$ cat config.mk
export PLATFORM = sky130hd
export DESIGN_NAME = dffre_pipe_flat
export DESIGN_NICKNAME = d
export VERILOG_FILES = /design/src/rtl/dffre_pipe_pkg.sv /design/src/rtl/dffre_pipe_if.sv /design/src/rtl/dffre_pipe_stage.sv /design/src/rtl/dffre_pipe.sv /design/src/flat_wrapper.sv
export SDC_FILE = /design/constraint.sdc
export NUM_CORES = 1
export LEC_CHECK = 0
export ABC_AREA = 1
export BUFFER_PORTS_ARGS = -buffer_cell sky130_fd_sc_hd__clkbuf_2
export CAP_MARGIN = 10
export CORE_MARGIN = 5
export CORE_UTILIZATION = 40
export CTS_BUF_LIST = sky130_fd_sc_hd__clkbuf_16
export DETAILED_ROUTE_END_ITERATION = 10
export SYNTH_ARGS = -nofsm -noshare
export SYNTH_HDL_FRONTEND = slang
export SYNTH_SLANG_ARGS = --single-unit
$ cat constraint.sdc
create_clock -name C -period 2.4 [get_ports C]
set_input_delay 0.72 -clock C [delete_from_list [all_inputs] [get_ports C]]
set_output_delay 0.72 -clock C [all_outputs]
set_load 0.01 [all_outputs]
$ cat src/rtl/dffre_pipe_pkg.sv
// dffre_pipe_pkg: shared helpers for the dffre_pipe register chain.
package dffre_pipe_pkg;

  // Width of the occupancy count: enough bits to hold 0..depth, never below 1.
  function automatic int occ_width(input int depth);
    int w;
    w = $clog2(depth + 1);
    return (w < 1) ? 1 : w;
  endfunction

endpackage

$ cat src/rtl/dffre_pipe_if.sv
// dffre_pipe_if: upstream/downstream valid-ready bus of the dffre_pipe chain.
// master drives data into the pipe and consumes Q; slave is the pipe itself.
interface dffre_pipe_if #(
  parameter int WIDTH = 8
);
  logic [WIDTH-1:0] D;
  logic             D_VALID;
  logic             D_READY;
  logic [WIDTH-1:0] Q;
  logic             Q_VALID;
  logic             Q_READY;

  modport master (
    output D, D_VALID, Q_READY,
    input  D_READY, Q, Q_VALID
  );

  modport slave (
    input  D, D_VALID, Q_READY,
    output D_READY, Q, Q_VALID
  );
endinterface

$ cat src/rtl/dffre_pipe_stage.sv
// dffre_pipe_stage: one data/valid register of the chain with synchronous
// reset, global enable and a collapsing ready term (an empty stage always
// accepts, a full one only when the stage ahead is taking its word).
module dffre_pipe_stage #(
  parameter int               WIDTH      = 8,
  parameter logic [WIDTH-1:0] INIT_VALUE = '0
) (
  input  logic             clk,
  input  logic             rst,
  input  logic             en,
  input  logic [WIDTH-1:0] in_data,
  input  logic             in_vld,
  input  logic             nxt_rdy,
  output logic [WIDTH-1:0] data,
  output logic             vld,
  output logic             rdy
);

  assign rdy = en & (~vld | nxt_rdy);

  // Load the upstream word (or a bubble) whenever this stage is ready; bubbles keep the old data.
  always_ff @(posedge clk) begin
    if (rst) begin
      vld  <= 1'b0;
      data <= INIT_VALUE;
    end else if (rdy) begin
      vld <= in_vld;
      if (in_vld) begin
        data <= in_data;
      end
    end
  end

endmodule

$ cat src/rtl/dffre_pipe.sv
// dffre_pipe: WIDTH-bit, DEPTH-stage enable-gated register chain with
// valid/ready flow control and bubble collapsing. Optional occupancy count
// output OCC is built only when DFFRE_PIPE_OCC_EN is defined.
module dffre_pipe
  import dffre_pipe_pkg::*;
#(
  parameter int               WIDTH      = 8,
  parameter int               DEPTH      = 3,
  parameter logic [WIDTH-1:0] INIT_VALUE = '0
) (
  input  logic               C,
  input  logic               R,
  input  logic               E,
  dffre_pipe_if.slave        bus
`ifdef DFFRE_PIPE_OCC_EN
  ,
  output logic [occ_width(DEPTH)-1:0] OCC
`endif
);

  for (genvar i = 0; i < DEPTH; i++) begin : g_stage
    logic [WIDTH-1:0] in_data;
    logic             in_vld;
    logic             nxt_rdy;
    logic [WIDTH-1:0] data;
    logic             vld;
    logic             rdy;

    if (i == 0) begin : g_head
      assign in_data = bus.D;
      assign in_vld  = bus.D_VALID;
    end else begin : g_body
      assign in_data = g_stage[i-1].data;
      assign in_vld  = g_stage[i-1].vld;
    end

    if (i == DEPTH - 1) begin : g_tail
      assign nxt_rdy = bus.Q_READY & E;
    end else begin : g_mid
      assign nxt_rdy = g_stage[i+1].rdy;
    end

    dffre_pipe_stage #(
      .WIDTH      (WIDTH),
      .INIT_VALUE (INIT_VALUE)
    ) u_stage (
      .clk     (C),
      .rst     (R),
      .en      (E),
      .in_data (in_data),
      .in_vld  (in_vld),
      .nxt_rdy (nxt_rdy),
      .data    (data),
      .vld     (vld),
      .rdy     (rdy)
    );
  end

  assign bus.D_READY = g_stage[0].rdy;
  assign bus.Q       = g_stage[DEPTH-1].data;
  assign bus.Q_VALID = g_stage[DEPTH-1].vld & E;

`ifdef DFFRE_PIPE_OCC_EN
  localparam int OW = occ_width(DEPTH);

  logic          in_xfer;
  logic          out_xfer;
  logic [OW-1:0] occ_q;

  assign in_xfer  = bus.D_VALID & bus.D_READY;
  assign out_xfer = bus.Q_VALID & bus.Q_READY;
  assign OCC      = occ_q;

  // Track resident words: +1 on accept-only, -1 on emit-only, clamped to 0..DEPTH.
  always_ff @(posedge C) begin
    if (R) begin
      occ_q <= '0;
    end else if (in_xfer && !out_xfer && occ_q != OW'(DEPTH)) begin
      occ_q <= occ_q + 1'b1;
    end else if (out_xfer && !in_xfer && occ_q != '0) begin
      occ_q <= occ_q - 1'b1;
    end
  end
`endif

endmodule

$ cat src/flat_wrapper.sv
// flat-port wrapper written by rule: the top's interface ports become plain ports
module dffre_pipe_flat import dffre_pipe_pkg::*;
#(
  parameter int               WIDTH      = 8,
  parameter int               DEPTH      = 3,
  parameter logic [WIDTH-1:0] INIT_VALUE = '0
)
  (C, R, E, bus_D, bus_D_VALID, bus_Q_READY, bus_D_READY, bus_Q, bus_Q_VALID);
  dffre_pipe_if #(.WIDTH(WIDTH)) bus_i ();
  input  logic C;
  input  logic R;
  input  logic E;
  input wire logic [$bits(bus_i.D)-1:0] bus_D;
  input wire logic [$bits(bus_i.D_VALID)-1:0] bus_D_VALID;
  input wire logic [$bits(bus_i.Q_READY)-1:0] bus_Q_READY;
  output wire logic [$bits(bus_i.D_READY)-1:0] bus_D_READY;
  output wire logic [$bits(bus_i.Q)-1:0] bus_Q;
  output wire logic [$bits(bus_i.Q_VALID)-1:0] bus_Q_VALID;
  assign bus_i.D = bus_D;
  assign bus_i.D_VALID = bus_D_VALID;
  assign bus_i.Q_READY = bus_Q_READY;
  assign bus_D_READY = bus_i.D_READY;
  assign bus_Q = bus_i.Q;
  assign bus_Q_VALID = bus_i.Q_VALID;
  dffre_pipe #(.WIDTH(WIDTH), .DEPTH(DEPTH), .INIT_VALUE(INIT_VALUE)) u_core (.C(C), .R(R), .E(E), .bus(bus_i));
endmodule
==> qor.yml, run 1 <==
drt_iter0_drc: 41
worst-path-buf-inv: 2
dr.pass1.iters: 4
rsz0062_at_grt: "false"
synth_area_leaders: "dfxtp_1, nand2_1, nor2_1"
dp_cells: 195
ys.flop_type: "dfxtp_1"
cp-end-kind: "output pin"
dr.max_layer_used: "met4"
syn_area_per_cell_um2: 7.39
syn-cell-area_um2: 1090
drt-total-wl_um: 1950
die_x_um: 62.1
clockBufferDepth: 2
cp-start-kind: "primary input"
clock_skew_ns: 0.00531
min_to: "u_core.g_stage[2].u_stage.data[1]$_SDFFE_PP0P_"
maxSlewViolCount: 0
synthMuxAreaShare: 0
worstPathMaxFanout: 3
reg2reg_to: "u_core.g_stage[0].u_stage.vld$_SDFFE_PP0P_"
synth_compound_area_frac: 0.157
synth_nets: 160
antenna_found_initial: 0
postLayoutCellArea_um2: 1290
htreeDepth: 1
rows: 18
synth-xor-area-share: 0
hp-class: "flop to flop"
synthTopCellsByCount: "nand2_1, dfxtp_1, nor2_1, a21oi_1, inv_1"
detail_route.wl_per_cell_um: 9.79
crit_required_ns: 1.68
path_class: "primary input to output pin"
clock-sinks: 27
netlist_instances: 147
grt_max_degree: 20
grt_pass1_vias: 818
worstHoldPathCells: 2
cts.clk_slew.worst_paths_ns: 0.07
synth_top_area_frac: 0.498
grt_usage: 0.110
r2r_start: "u_core.g_stage[2].u_stage.vld$_SDFFE_PP0P_"
drc: 0
timing.final.ws_setup_ns: 0.404
worst_ep_arrival_time_ns: 1.28
fp.dieH_um: 62.1
async_reset_ff_frac: 0
synth-simple-area-share: 0.247
cp_cell_sequence: "clkbuf_2 > nor2_1 > a31oi_4 > clkbuf_2"
regToRegSetupSlack_ns: 1.15
maxSlewHeadroom: 0.685
gp_congestion: 0.715
crit_path_top_delay_cell: "nor2_1"
whs_ns: 0.465
initial_core_util: 0.427
r2r_cells: 8
core_um2: 2540
setup_viol: 0
m1WireLength_um: 1020
min-delay-start: "u_core.g_stage[2].u_stage.data[1]$_SDFFE_PP0P_"
yosysWarnings: 0
vdd_drop_max_v: 0.000644
power_mw: 0.914
post_cts_resized: 0
hold_violations: 0
numCtsBuffers: 3
maxCapViolCount: 0
postPlaceCellArea_um2: 1210
synth_fa_ha_area_frac: 0
outcome: "finished clean"
setup_tns_ns: 0
synth_top_family_by_area: "simple AND/OR/NAND/NOR gates"
postRouteAntennaNets: 0
yosysMostFrequentCell: "nand2_1"
period_needed_ns: 2.00
synth-seq-cells: 27
overflow: 0
crit_top_cell: "clkbuf_2"
syn2layout_area_growth_pct: 18.9
wl_met2_um: 779
synth.distinct_cells: 17
yosysSeqAreaShare: 0.498
post_cts_buffers: 0
cts_tree: "yes"
diodes: 0
min_period_over_period: 0.832
grt_pass1_wl_um: 3640
io_buffers: 22
die_area_um2: 3860
p_per_area_nw_per_um2: 708
preCtsSetupSlack_ns: 0.399
yosysTopAreaCell: "dfxtp_1"
fin_util: 0.507
drive_above_1_share: 0.195
finalNonFillerCells: 199
viasPerCell: 4.49
nets: 183
pin_count: 23
clock_latency_ns: 0.26
hpwl_um: 1440
wl_met3_um: 140
hold_buffers: 0
synth-edff-count: 0
fmax_mhz: 501
path_delay_family: "buffers and inverters"
vias: 894
max_stage_delay_ns: 0.19
cts-root-buf: "clkbuf_16"
leakagePower_nw: 0.620
worstMarginPinSlew_ns: 0.470
layout by cell type (no fill, tap or decap):
master	count
dfxtp_1	27
a31oi_4	1
nand3_1	8
o21ai_2	1
nor2_1	25
nand2_1	30
inv_1	16
inv_2	2
nand3_2	1
o21ai_0	10
nor2_4	1
clkinvlp_4	1
clkbuf_16	3
clkinv_1	2
buf_4	1
clkbuf_2	22
a21oi_1	18
final cells by class:
| class | instances | area [um^2] |
|---|---|---|
| inverters | 20 | 75.1 |
| flip-flops and latches | 27 | 541 |
| repair buffers | 23 | 118 |
| multi-input cells | 95 | 438 |
| clock inverters | 1 | 7.51 |
| clock buffers | 3 | 75.1 |
| fillers | 259 | 1250 |
| well taps | 30 | 37.5 |
worst reg2reg max path, delay by kind of cell, from the launching register on:
kind / cells / cell delay [ns]
DFF: 1 / 0.36
AOI/OAI and AO/OA: 1 / 0.12
and+or+nand+nor: 4 / 0.34
buffers and inverters: 3 / 0.33
power breakdown:
group / switching (mW) / leakage (nW) / internal (mW)
registers: 0.00990 / 0.220 / 0.465
clock network: 0.146 / 0.0371 / 0.226
logic: 0.0410 / 0.362 / 0.0264
flip-flops by register name (all words and copies together), names as in the netlist:
name and cells:
u_core.g_stage.u_stage.data 24, u_core.g_stage.u_stage.vld 3
cells by family (layout without fill, tap and decap cells):
logic type	count (synthesis)	count (layout)
buf+inv	25	47
compound gates	30	30
simple gates	65	65
flops	27	27
how the worst max path moves through the flow:
stage,from,to,depth (start not counted)
after CTS,bus_Q_READY,bus_D_READY,4
after global placement,E,bus_D_READY,4
after floorplan,bus_Q_READY,bus_D_READY,3
after detailed placement,bus_Q_READY,bus_D_READY,4
final,bus_Q_READY,bus_D_READY,4
after global routing,bus_Q_READY,bus_D_READY,4
per-layer routing:
layer  vias up  track usage
met3         2       0.0450
met2        23        0.163
met5         -            0
met4         0       0.0244
met1       365        0.148
li1        504            -
Power figures use the tool's default switching activity.
==> inputs of run 2 (changes only) <==
- clock period: 2.4 -> 2 ns (I/O delays scaled with it)
==> qor.yml, run 2 (same netlist as run 1, synthesis figures left out) <==
fp.dieH_um: 62.1  # unchanged
cp-start-kind: "primary input"
fmax_mhz: 562
r2r_start: "u_core.g_stage[2].u_stage.vld$_SDFFE_PP0P_"
post_cts_buffers: 0  # unchanged
postRouteAntennaNets: 0  # unchanged
max_stage_delay_ns: 0.20  # about the same
cp_cell_sequence: "clkbuf_2 > nor2_1 > a31oi_4 > clkbuf_2"
numCtsBuffers: 3  # unchanged
drt_iter0_drc: 18  # -56%
drc: 0  # unchanged
grt_max_degree: 20  # unchanged
layout_common_cells: "nand2_1, dfxtp_1, nor2_1"
cp-end-kind: "output pin"
finalNonFillerCells: 199  # unchanged
reg2reg_to: "u_core.g_stage[0].u_stage.data[1]$_SDFFE_PP0P_"
grt_pass1_wl_um: 3670  # +0.94%
clock_skew_ns: 0.00213  # -0.00318 ns
mostFrequentLayoutCell: "nand2_1"
maxSlewHeadroom: 0.675  # -0.00969
maxSlewViolCount: 0  # unchanged
setup_viol: 0  # unchanged
worstHoldPathCells: 2  # unchanged
clock_latency_ns: 0.26  # about the same
die_x_um: 62.1  # unchanged
largest_register_ff_count: 24  # unchanged
maxCapViolCount: 0  # unchanged
path_delay_family: "buffers and inverters"
crit_top_cell: "clkbuf_2"
syn2layout_area_growth_pct: 18.5
cts-root-buf: "clkbuf_16"
post_cts_resized: 0  # unchanged
setup_tns_ns: 0  # unchanged
gp_congestion: 0.717  # +0.27%
antenna_found_initial: 0  # unchanged
p_per_area_nw_per_um2: 846  # +20%
hpwl_um: 1440  # +0.66%
outcome: "finished clean"
clock-sinks: 27  # unchanged
regToRegSetupSlack_ns: 0.73  # -0.42 ns
drt-total-wl_um: 2090  # +7.3%
hold_violations: 0  # unchanged
viasPerCell: 4.67  # +3.9%
pin_count: 23  # unchanged
vias: 929  # +3.9%
cts.clk_slew.worst_paths_ns: 0.06  # about the same
r2r_cells: 6  # -2
overflow: 0  # unchanged
rsz0062_at_grt: "false"
top_register: "u_core.g_stage.u_stage.data"
cts_tree: "yes"
leakagePower_nw: 0.625  # +0.84%
worstPathMaxFanout: 3  # unchanged
worst-path-buf-inv: 2  # unchanged
die_area_um2: 3860  # unchanged
htreeDepth: 1  # unchanged
detail_route.wl_per_cell_um: 10.5  # +7.3%
drive_above_1_share: 0.189  # -0.00592
min-delay-start: "u_core.g_stage[1].u_stage.data[7]$_SDFFE_PP0P_"
reg.largest.list: "u_core.g_stage.u_stage.data x24, u_core.g_stage.u_stage.vld x3"
core_um2: 2540  # unchanged
io_buffers: 22  # unchanged
grt_pass1_vias: 822  # +0.49%
dp_cells: 195  # unchanged
crit_path_top_delay_cell: "nor2_1"
crit_required_ns: 1.40  # -0.28 ns
initial_core_util: 0.427  # unchanged
min_to: "u_core.g_stage[2].u_stage.data[7]$_SDFFE_PP0P_"
nets: 183  # unchanged
rows: 18  # unchanged
grt_usage: 0.109  # -0.00104
min_period_over_period: 0.889
diodes: 0  # unchanged
vdd_drop_max_v: 0.000523  # -19%
period_needed_ns: 1.78
dr.pass1.iters: 4  # unchanged
hp-class: "flop to flop"
worst_ep_arrival_time_ns: 1.18  # -0.10 ns
worstMarginPinSlew_ns: 0.484  # +0.0144 ns
hold_buffers: 0  # unchanged
clockBufferDepth: 2  # unchanged
path_class: "primary input to output pin"
[run 2: cell count changes in the layout (fill, tap and decap cells not counted)]
cell	change
clkinvlp_4	-1
inv_1	+1
[run 2: cell type report]
class / instances / area [um^2]
Fill cell: 286 / 1260
Tap cell: 30 / 37.5
Clock inverter: 1 / 3.75
Multi-Input combinational cell: 95 / 438
Clock buffer: 3 / 75.1
Timing Repair Buffer: 23 / 118
Sequential cell: 27 / 541
Inverter: 20 / 75.1
[run 2: stage by stage]
step	hold slack, ns	setup slack (ns)	area, um^2	total power, mW	util
floorplan	0.438	0.329	1090	0.639	-
global placement	0.453	0.250	1210	0.662	0.475
detailed placement	0.450	0.243	1210	0.664	0.475
CTS	0.466	0.213	1290	1.10	0.506
global route	0.489	0.163	1290	1.13	0.506
finish	0.465	0.221	1290	1.09	0.506
[run 2: power by group]
| part | switching [mW] | total [mW] | internal (mW) |
|---|---|---|---|
| Clock | 0.170 | 0.437 | 0.267 |
| Sequential | 0.0119 | 0.570 | 0.558 |
| Combinational | 0.0505 | 0.0822 | 0.0317 |
| Total | 0.233 | 1.09 | 0.857 |
[run 2: how the worst max path moves through the flow]
| stage | from | end | cells past startpoint |
|---|---|---|---|
| final | bus_Q_READY | bus_D_READY | 4 |
| after global placement | E | bus_D_READY | 4 |
| after CTS | bus_Q_READY | bus_D_READY | 4 |
| after global routing | bus_Q_READY | bus_D_READY | 4 |
| after detailed placement | bus_Q_READY | bus_D_READY | 4 |
| after floorplan | bus_Q_READY | bus_D_READY | 3 |
[run 2: tightest hold or removal path, stage by stage (launching register included)]
cell and delay, ns:
dfxtp_1 0.31, nand2_1 0.06, a21oi_1 0.05
[run 2: metal layers]
metal / GRT usage / wire (um)
met5: 0 / 0
met4: 0.0244 / 8
met3: 0.0360 / 124
met2: 0.170 / 926
met1: 0.145 / 1030
==> inputs of run 3 (changes only) <==
- CORE_MARGIN: 5 -> 10
- MAX_ROUTING_LAYER: not set -> met4
==> qor.yml, run 3 (same netlist as run 1, synthesis figures left out) <==
top_register: "u_core.g_stage.u_stage.data"
path_class: "primary input to output pin"
worstPathMaxFanout: 3  # unchanged
clockBufferDepth: 2  # unchanged
hp-class: "flop to flop"
fmax_mhz: 570  # +1.4%
drt-total-wl_um: 2160  # +3.4%
rows: 18  # unchanged
die_area_um2: 5200  # +35%
cp-start-kind: "primary input"
clock_latency_ns: 0.26  # about the same
crit_path_top_delay_cell: "nor2_1"
startpoint: "bus_Q_READY"
nets: 183  # unchanged
overflow: 0  # unchanged
cts.clk_slew.worst_paths_ns: 0.07  # about the same
numCtsBuffers: 3  # unchanged
hpwl_um: 1630  # +13%
r2r_start: "u_core.g_stage[2].u_stage.vld$_SDFFE_PP0P_"
post_cts_resized: 0  # unchanged
crit_top_cell: "clkbuf_2"
postRouteAntennaNets: 0  # unchanged
vias: 928  # -0.11%
rsz0062_at_grt: "false"
grt_pass1_vias: 876  # +6.6%
crit_required_ns: 1.40  # about the same
hold_buffers: 0  # unchanged
setup_tns_ns: 0  # unchanged
core_um2: 2540  # unchanged
wl_met2_um: 906  # -2.2%
die_x_um: 72.1  # +16%
cts_tree: "yes"
max_stage_delay_ns: 0.18  # -0.02 ns
period_needed_ns: 1.75  # -0.0247 ns
grt_usage: 0.0935  # -0.0155
mostFrequentLayoutCell: "nand2_1"
maxCapViolCount: 0  # unchanged
p_per_area_nw_per_um2: 858  # +1.4%
drive_above_1_share: 0.195  # +0.00592
clock_skew_ns: 0.00420  # +0.00207 ns
grt_pass1_wl_um: 3880  # +5.6%
setup_viol: 0  # unchanged
cp-end-kind: "output pin"
gp_congestion: 0.719  # +0.29%
cp_cell_sequence: "clkbuf_2 > nor2_1 > a31oi_4 > clkbuf_2"
worstMarginPinSlew_ns: 0.444  # -0.0401 ns
grt_max_degree: 20  # unchanged
dr.max_layer_used: "met4"
post_cts_buffers: 0  # unchanged
antenna_found_initial: 0  # unchanged
wl_met3_um: 144  # +16%
vdd_drop_max_v: 0.000516  # -1.4%
diodes: 0  # unchanged
finalNonFillerCells: 199  # unchanged
drc: 0  # unchanged
cts-root-buf: "clkbuf_16"
min_period_over_period: 0.877  # -0.0123
leakagePower_nw: 0.620  # -0.83%
initial_core_util: 0.427  # unchanged
clock-sinks: 27  # unchanged
dp_cells: 195  # unchanged
maxSlewViolCount: 0  # unchanged
dr.pass1.iters: 4  # unchanged
pin_count: 23  # unchanged
maxSlewHeadroom: 0.702  # +0.0269
largest_register_ff_count: 24  # unchanged
min-delay-start: "u_core.g_stage[1].u_stage.data[3]$_SDFFE_PP0P_"
reg.largest.list: "u_core.g_stage.u_stage.data x24, u_core.g_stage.u_stage.vld x3"
io_buffers: 22  # unchanged
drt_iter0_drc: 28  # +10
layout_common_cells: "nand2_1, dfxtp_1, nor2_1"
m1WireLength_um: 1060  # +3.1%
worst_ep_arrival_time_ns: 1.15  # -0.03 ns
viasPerCell: 4.66  # -0.11%
hold_violations: 0  # unchanged
htreeDepth: 1  # unchanged
syn2layout_area_growth_pct: 18.9
detail_route.wl_per_cell_um: 10.9  # +3.4%
fp.dieH_um: 72.1  # +16%
outcome: "finished clean"
[run 3: cell types whose count changed in the layout (fill, tap and decap cells not counted)]
cell	delta
inv_1	-1
clkinvlp_4	+1
[run 3: final timing paths]
kind,to,slack [ns],cells past startpoint
hold reg to reg,u_core.g_stage[2].u_stage.data[3]$_SDFFE_PP0P_,0.46,2
setup reg to reg,u_core.g_stage[0].u_stage.vld$_SDFFE_PP0P_,0.75,8
setup / recovery,bus_D_READY,0.25,4
hold / removal,u_core.g_stage[2].u_stage.data[3]$_SDFFE_PP0P_,0.46,2
[run 3: routing by layer]
metal | global-route usage | vias up
li1 | - | 501
met1 | 0.106 | 402
met2 | 0.135 | 20
met3 | 0.0408 | 5
met4 | 0.0516 | 0
met5 | - | -
[run 3: through the flow]
step	cell area, um^2	total power [mW]	setup WS [ns]	utilization	hold slack [ns]
after global placement	1210	0.662	0.248	0.475	0.452
after detailed placement	1210	0.664	0.238	0.475	0.456
after floorplan	1090	0.639	0.329	-	0.438
after global routing	1290	1.15	0.191	0.507	0.479
final	1290	1.11	0.246	0.507	0.462
after CTS	1290	1.12	0.238	0.507	0.467
[run 3: final cells by class]
cell class                 count  area (um^2)
inverter                      20         75.1
clock inverter                 1         7.51
clock buffer                   3         75.1
multi-input combinational     95          438
sequential                    27          541
timing repair buffer          23          118
tap                           30         37.5
fill                         259         1250
[run 3: power breakdown]
group	leakage, nW	switching, mW	internal (mW)	total [mW]
sequential	0.220	0.0117	0.558	0.570
clock	0.0371	0.185	0.272	0.457
combinational	0.362	0.0498	0.0317	0.0815
[run 3: worst max-delay path, delay by kind of cell]
| kind | cells | cell delay (ns) |
|---|---|---|
| AO/OA/AOI/OAI | 1 | 0.12 |
| buffers and inverters | 2 | 0.25 |
| AND/OR/NAND/NOR | 1 | 0.18 |
